<file path="src/rtl/aes_sb_pkg.sv">
// aes_sb_pkg: shared types and constants for the SubBytes/ShiftRows engine.
package aes_sb_pkg;

  typedef enum logic [1:0] {
    IDLE  = 2'd0,
    ISSUE = 2'd1,
    DRAIN = 2'd2
  } sb_state_t;

  localparam int BYTE_W      = 8;
  localparam int STATE_BYTES = 16;

  // Row-major byte position of row r, column c within the 16-byte state.
  function automatic int byte_idx(input int r, input int c);
    return 4 * r + c;
  endfunction

endpackage

</file>
<file path="src/rtl/aes_shiftrows.sv">
// aes_shiftrows: combinational ShiftRows / InvShiftRows on a 128-bit state.
// Byte i lives at [127-8i -: 8]; byte 4r+c is row r, column c.
module aes_shiftrows (
  input  logic [127:0] din,
  input  logic         inv,
  output logic [127:0] dout
);
  import aes_sb_pkg::*;

  // Row r rotates left by r for encrypt, right by r for decrypt.
  always_comb begin
    dout = '0;
    for (int r = 0; r < 4; r++) begin
      for (int c = 0; c < 4; c++) begin
        if (inv)
          dout[127 - BYTE_W*byte_idx(r, c) -: BYTE_W] =
            din[127 - BYTE_W*byte_idx(r, (c + 4 - r) % 4) -: BYTE_W];
        else
          dout[127 - BYTE_W*byte_idx(r, c) -: BYTE_W] =
            din[127 - BYTE_W*byte_idx(r, (c + r) % 4) -: BYTE_W];
      end
    end
  end

endmodule

</file>
<file path="src/rtl/subbytes_shiftrows_engine.sv">
// subbytes_shiftrows_engine: AES SubBytes + (Inv)ShiftRows round stage.
// Latches a state on start, streams LANES bytes per cycle to an external
// S-box memory with SBOX_LAT read latency, gathers the substituted bytes and
// loads the permuted result into data_out with a one-cycle ready pulse.
// Optional feature: define SBOX_PARITY_EN to add per-lane odd-parity checking
// of the returned S-box data (sbox_par_in / par_err_out).
module subbytes_shiftrows_engine #(
  parameter int LANES    = 1,
  parameter int SBOX_LAT = 1
) (
  input  logic                 clk,
  input  logic                 rst,
  input  logic                 start_in,
  input  logic                 decrypt_in,
  input  logic [127:0]         data_in,
  input  logic [8*LANES-1:0]   sbox_data_in,
`ifdef SBOX_PARITY_EN
  input  logic [LANES-1:0]     sbox_par_in,
  output logic                 par_err_out,
`endif
  output logic [8*LANES-1:0]   sbox_addr_out,
  output logic                 sbox_inv_out,
  output logic                 sbox_ce,
  output logic                 sbox_re,
  output logic [127:0]         data_out,
  output logic                 ready_out,
  output logic                 busy_out
);
  import aes_sb_pkg::*;

  localparam int              BEATS     = STATE_BYTES / LANES;
  localparam int              CW        = 4;
  localparam logic [CW-1:0]   LAST_BEAT = CW'(BEATS - 1);

  sb_state_t       state;
  logic [CW-1:0]   beat;
  logic [127:0]    src_q;
  logic            dec_q;
  logic [127:0]    sub_q;
  logic [127:0]    sub_next;
  logic [127:0]    perm;
  logic            accept;
  logic            cap;
  logic [CW-1:0]   cap_idx;
  logic            last_cap;

  // Request tags: valid and beat index travelling alongside the S-box read.
  logic            vld_p [SBOX_LAT];
  logic [CW-1:0]   idx_p [SBOX_LAT];

  // Lane j of beat k addresses state byte k*LANES+j.
  function automatic logic [8*LANES-1:0] beat_bytes(input logic [127:0] v,
                                                    input logic [CW-1:0] k);
    logic [8*LANES-1:0] r;
    r = '0;
    for (int j = 0; j < LANES; j++)
      r[BYTE_W*j +: BYTE_W] = v[127 - BYTE_W*((int'(k)*LANES + j) & 15) -: BYTE_W];
    return r;
  endfunction

  // Write the lanes returned for beat k into their state byte positions.
  function automatic logic [127:0] merge_beat(input logic [127:0] b,
                                              input logic [8*LANES-1:0] d,
                                              input logic [CW-1:0] k);
    logic [127:0] r;
    r = b;
    for (int j = 0; j < LANES; j++)
      r[127 - BYTE_W*((int'(k)*LANES + j) & 15) -: BYTE_W] = d[BYTE_W*j +: BYTE_W];
    return r;
  endfunction

  assign accept       = (state == IDLE) && start_in;
  assign cap          = vld_p[SBOX_LAT-1];
  assign cap_idx      = idx_p[SBOX_LAT-1];
  assign last_cap     = cap && (cap_idx == LAST_BEAT);
  assign sub_next     = cap ? merge_beat(sub_q, sbox_data_in, cap_idx) : sub_q;
  assign sbox_inv_out = dec_q;

  // The final beat is merged and permuted on the same edge it is captured.
  aes_shiftrows u_shiftrows (
    .din  (sub_next),
    .inv  (dec_q),
    .dout (perm)
  );

  // Tag pipe: stage 0 is loaded with the beat issued this cycle.
  always_ff @(posedge clk or posedge rst) begin
    if (rst) begin
      for (int s = 0; s < SBOX_LAT; s++) begin
        vld_p[s] <= 1'b0;
        idx_p[s] <= '0;
      end
    end else begin
      vld_p[0] <= (state == ISSUE);
      idx_p[0] <= beat;
      for (int s = 1; s < SBOX_LAT; s++) begin
        vld_p[s] <= vld_p[s-1];
        idx_p[s] <= idx_p[s-1];
      end
    end
  end

  // Job operand and substitution buffer; contents matter only during a job.
  always_ff @(posedge clk) begin
    if (accept)
      src_q <= data_in;
    sub_q <= sub_next;
  end

  // Control FSM with registered S-box interface and result outputs.
  always_ff @(posedge clk or posedge rst) begin
    if (rst) begin
      state         <= IDLE;
      beat          <= '0;
      dec_q         <= 1'b0;
      data_out      <= '0;
      ready_out     <= 1'b0;
      busy_out      <= 1'b0;
      sbox_ce       <= 1'b1;
      sbox_re       <= 1'b1;
      sbox_addr_out <= '0;
    end else begin
      ready_out <= 1'b0;
      case (state)
        IDLE: begin
          if (start_in) begin
            dec_q         <= decrypt_in;
            beat          <= '0;
            busy_out      <= 1'b1;
            sbox_ce       <= 1'b0;
            sbox_re       <= 1'b0;
            sbox_addr_out <= beat_bytes(data_in, '0);
            state         <= ISSUE;
          end
        end
        ISSUE: begin
          if (beat == LAST_BEAT) begin
            sbox_ce       <= 1'b1;
            sbox_re       <= 1'b1;
            sbox_addr_out <= '0;
            state         <= DRAIN;
          end else begin
            beat          <= beat + 1'b1;
            sbox_addr_out <= beat_bytes(src_q, beat + 1'b1);
          end
        end
        DRAIN: begin
          if (last_cap) begin
            data_out  <= perm;
            ready_out <= 1'b1;
            busy_out  <= 1'b0;
            state     <= IDLE;
          end
        end
        default: state <= IDLE;
      endcase
    end
  end

`ifdef SBOX_PARITY_EN
  logic par_bad;

  // Odd parity: data bits plus parity bit must XOR to 1 on every lane.
  function automatic logic lanes_par_err(input logic [8*LANES-1:0] d,
                                         input logic [LANES-1:0] p);
    logic e;
    e = 1'b0;
    for (int j = 0; j < LANES; j++)
      e = e | ~(^{d[BYTE_W*j +: BYTE_W], p[j]});
    return e;
  endfunction

  assign par_bad = cap && lanes_par_err(sbox_data_in, sbox_par_in);

  // Sticky parity error, cleared when a new job is accepted.
  always_ff @(posedge clk or posedge rst) begin
    if (rst)
      par_err_out <= 1'b0;
    else if (accept)
      par_err_out <= 1'b0;
    else if (par_bad)
      par_err_out <= 1'b1;
  end
`endif

endmodule

</file>
<file path="config.mk">
export PLATFORM = sky130hd
export DESIGN_NAME = subbytes_shiftrows_engine
export DESIGN_NICKNAME = d
export VERILOG_FILES = /design/src/rtl/aes_sb_pkg.sv /design/src/rtl/aes_shiftrows.sv /design/src/rtl/subbytes_shiftrows_engine.sv
export SDC_FILE = /design/constraint.sdc
export NUM_CORES = 1
export LEC_CHECK = 0
export ABC_AREA = 1
export CAP_MARGIN = 0
export CORE_ASPECT_RATIO = 0.7
export CORE_MARGIN = 2
export CORE_UTILIZATION = 49
export CTS_BUF_LIST = sky130_fd_sc_hd__clkbuf_8
export DETAILED_ROUTE_END_ITERATION = 8
export HOLD_SLACK_MARGIN = 0.06
export PLACE_DENSITY = 0.79
export SETUP_SLACK_MARGIN = 0.15
export SLEW_MARGIN = 40
export SYNTH_ARGS = -nofsm -noshare
export SYNTH_HDL_FRONTEND = slang
export SYNTH_SLANG_ARGS = --single-unit
</file>
<file path="constraint.sdc">
create_clock -name clk -period 4.9 [get_ports clk]
set_clock_uncertainty 0.05 [all_clocks]
set_input_delay 0.98 -clock clk [delete_from_list [all_inputs] [get_ports clk]]
set_output_delay 0.98 -clock clk [all_outputs]
set_load 0.02 [all_outputs]
</file>
==> PnR_summary.wiki <==
{| class="wikitable"
! Metric !! Value
|-
| Master cell of the clock root buffer || clkbuf_8
|-
| TritonCTS buffer count || 59
|-
| Final Core Density || 64.0%
|-
| Die X || 217 um
|-
| Floorplan Core Area || 31,300 sq um
|-
| Average footprint of a synthesized cell || 9.30 sq um
|-
| Worst-path fanout max || 3
|-
| Family with the most delay on the worst path || buffers and inverters
|-
| Predominant post-synthesis flop cell || dfrtp_1
|-
| Hold_sp || sub_q[30]
|-
| Number of global-route vias before repair || 12,132
|-
| Internal Pwr Total || 0.00693 W
|-
| Proportion of synthesized chip area in sequential cells || 65.2%
|-
| Final number of setup-violating endpoints || 0
|-
| DRT antenna net count || 0
|-
| CTS Buffer Depth || 3
|-
| Via count || 12,653
|-
| Unrepaired setup endpoints after global routing || false
|-
| EDFF count, synth || 128
|-
| CP startpoint || sbox_re
|-
| First-iteration detailed-routing DRC count || 1,289
|-
| CP Launch Type || flop
|-
| Clock latency reported for the late side of the worst-skew pair || 0.62 ns
|-
| TritonCTS clock tree || done
|-
| Final hold violation count || 0
|-
| Combinational power share || 31.3%
|-
| Data arrival time of the worst path || 1.84 ns
|-
| Wire length of the first global-routing pass || 64.7 mm
|-
| Total setup buffers inserted after CTS || 0
|-
| FMAX || 0.349 GHz
|-
| Number of antenna violations at the first check in global routing || 0
|-
| Data required time at the worst endpoint || 3.87 ns
|-
| Clock-pin transition on the worst setup and hold timing paths || 0.06 ns
|-
| Crit-path cells || clkdlybuf4s50_1
|-
| Iteration count of the initial detailed-routing pass || 6
|-
| P_sw || 0.00390 W
|-
| Routed vias/inst || 5.24
|-
| Worst-margin pin slew || 0.888 ns
|-
| Fraction of layout cells with a size suffix above 1 || 6.92%
|-
| Most common cell after layout, fill and taps aside || nand2_1
|-
| Reported leakage power || 8.79 nW
|-
| Part of the total power dissipated in the clock network || 25.8%
|-
| Full die area || 33,300 sq um
|-
| Max-cap check violation count || 0
|-
| Height of the die || 153 um
|-
| Number of standard cells after synthesis || 1,679
|-
| Total grt overflow || 0
|-
| Proportion of power drawn by flip-flops and latches || 43.0%
|-
| Worst r2r src || beat[0]
|-
| Starting Density || 49.9%
|-
| Count of cell types in the netlist || 28
|-
| Power density relative to cell area || 541 nW/um^2
|-
| Standard-cell row count || 54
|-
| Proportion of register bits with asynchronous set or reset after synthesis || 37.1%
|-
| Slowest cell on the critical path || clkdlybuf4s50_1
|-
| Area growth from synthesis to final layout || 28.2%
|-
| Pins Over Slew Limit || 0
|-
| Drc violations || 0
|-
| Post-synthesis cell area || 15,600 sq um
|-
| Crit-path max cell delay || 0.62 ns
|-
| Antenna diode count || 0
|-
| Flip-flop and latch count after synthesis || 407
|-
| Switching Share || 36.0%
|-
| Wirelength, routed || 41.1 mm
|-
| Register area || 10,200 sq um
|-
| Count of warnings emitted by yosys || 0
|-
| Number of I/O pins || 281
|-
| Port Buffer Count || 280
|-
| Global router's overall resource usage || 24.7%
|-
| HPWL Detailed || 27.3 mm
|-
| Classification of the worst-slack hold path || flop to flop
|-
| Post-Syn Nets || 1,820
|-
| Largest voltage drop on the vdd net || 0.390 mV
|-
| Number of nets in the finished design || 2,083
|-
| Crit Path Category || flop to output port
|-
| Buf/Inv on CP || 1
|-
| Commonest cells after routing, fill and taps aside || nand2_1, clkdlybuf4s50_1, dfrtp_1, o21ai_0, inv_1
|-
| Slew headroom || 40.5%
|-
| Area of the multi-input gates || 4600 sq um
|-
| Endpoint type of the worst setup path || output port
|-
| Share of the clock period used by the worst path || 58.6%
|-
| Number of buffers added to fix hold violations after cts || 0
|-
| Total of fill cells in the finished design || 2,482
|-
| Total negative setup slack || 0 ns
|-
| Avg WL per Cell || 17.1 um
|-
| Placer's final routability congestion estimate || 0.835
|-
| CTS H-tree depth || 2
|-
| Shortest clock period the worst path allows after layout || 2.87 ns
|-
| Maximum number of pins on one net before global-route repair || 73
|-
| Outcome || finished clean
|-
| Total clock sinks || 407
|-
| Post-CTS sizing || 0
|}
[worst min-delay path, delay by kind of cell (launching register included)]
| family | cells | cell delay [ns] |
|---|---|---|
| flip-flops | 1 | 0.31 |
| AO/OA/AOI/OAI | 1 | 0.07 |
| AND/OR/NAND/NOR | 1 | 0.06 |
[state kept, by name, indices dropped and copies added (netlist names), 2 cells and up]
| register | cells |
|---|---|
| cap_idx | 4 |
| data_out | 128 |
| beat | 4 |
| sbox_addr_out | 8 |
| state | 2 |
| src_q | 128 |
| sub_q | 128 |
[kinds of logic after synthesis]
group           count (synthesis)  share of synthesized area, %
buf+inv                       215                          5.59
fa+ha+maj                       1                        0.0801
flops                         407                          65.2
simple gates                  776                          20.0
compound gates                276                          8.92
xor+xnor                        4                         0.224
[area by class of cell]
| cell class | instances | share of cell area, % |
|---|---|---|
| inverters | 123 | 2.36 |
| clock buffers | 79 | 5.43 |
| repair buffers | 294 | 14.9 |
| flip-flops and latches | 407 | 50.9 |
| clock inverters | 33 | 0.869 |
| multi-input cells | 1057 | 23.0 |
| well taps | 420 | 2.62 |
[layer usage]
| layer | global-route usage (%) | part of all wire (%) |
|---|---|---|
| met1 | 34.7 | 43 |
| met2 | 37.9 | 45 |
| met3 | 5.45 | 8.5 |
| met4 | 8.58 | 3.1 |
| met5 | 0 | 0 |
[stage by stage]
stage	cells	setup WS (ns)	power, W	cell area, sq um	hold WS [ns]
detailed placement	2300	1.59	0.00802	18700	0.364
finish	2413	2.03	0.0108	20000	0.413
floorplan	1679	0.679	0.00700	15600	0.342
global placement	2299	1.65	0.00786	18700	0.365
global route	2413	1.81	0.0115	20000	0.424
CTS	2412	1.97	0.0108	20000	0.387
[final timing paths]
check / slack, ns / endpoint / cells past startpoint
max: 2.03 / sbox_ce / 1
min: 0.41 / sub_q[30] / 2
max reg2reg: 2.11 / sbox_addr_out[6] / 11
min reg2reg: 0.41 / sub_q[30] / 2
max in group asynchronous: 3.44 / data_out[68] / 3
min in group asynchronous: 0.66 / sbox_inv_out / 2
[power by group through the flow]
stage	combinational (W)	clock (W)	sequential, W
floorplan	0.00231	0	0.00470
global placement	0.00318	0	0.00468
detailed placement	0.00331	0	0.00471
CTS	0.00334	0.00284	0.00465
global route	0.00379	0.00299	0.00472
finish	0.00339	0.00279	0.00465
[synth_stat cells (4+ instances only)]
master / count / area share [%]
a21oi_1: 40 / 1.3
buf_1: 6 / 0.14
buf_2: 32 / 1.0
buf_4: 7 / 0.34
clkbuf_1: 47 / 1.1
dfrtp_1: 150 / 24
dfxtp_1: 128 / 16
edfxtp_1: 128 / 25
inv_1: 118 / 2.8
inv_2: 4 / 0.096
nand2_1: 548 / 13
nand3_1: 104 / 3.3
nand3_2: 4 / 0.26
nor2_1: 109 / 2.6
nor2_4: 4 / 0.29
o21ai_0: 142 / 4.5
o21ai_1: 90 / 2.9
(Power assumes the default switching activity.)
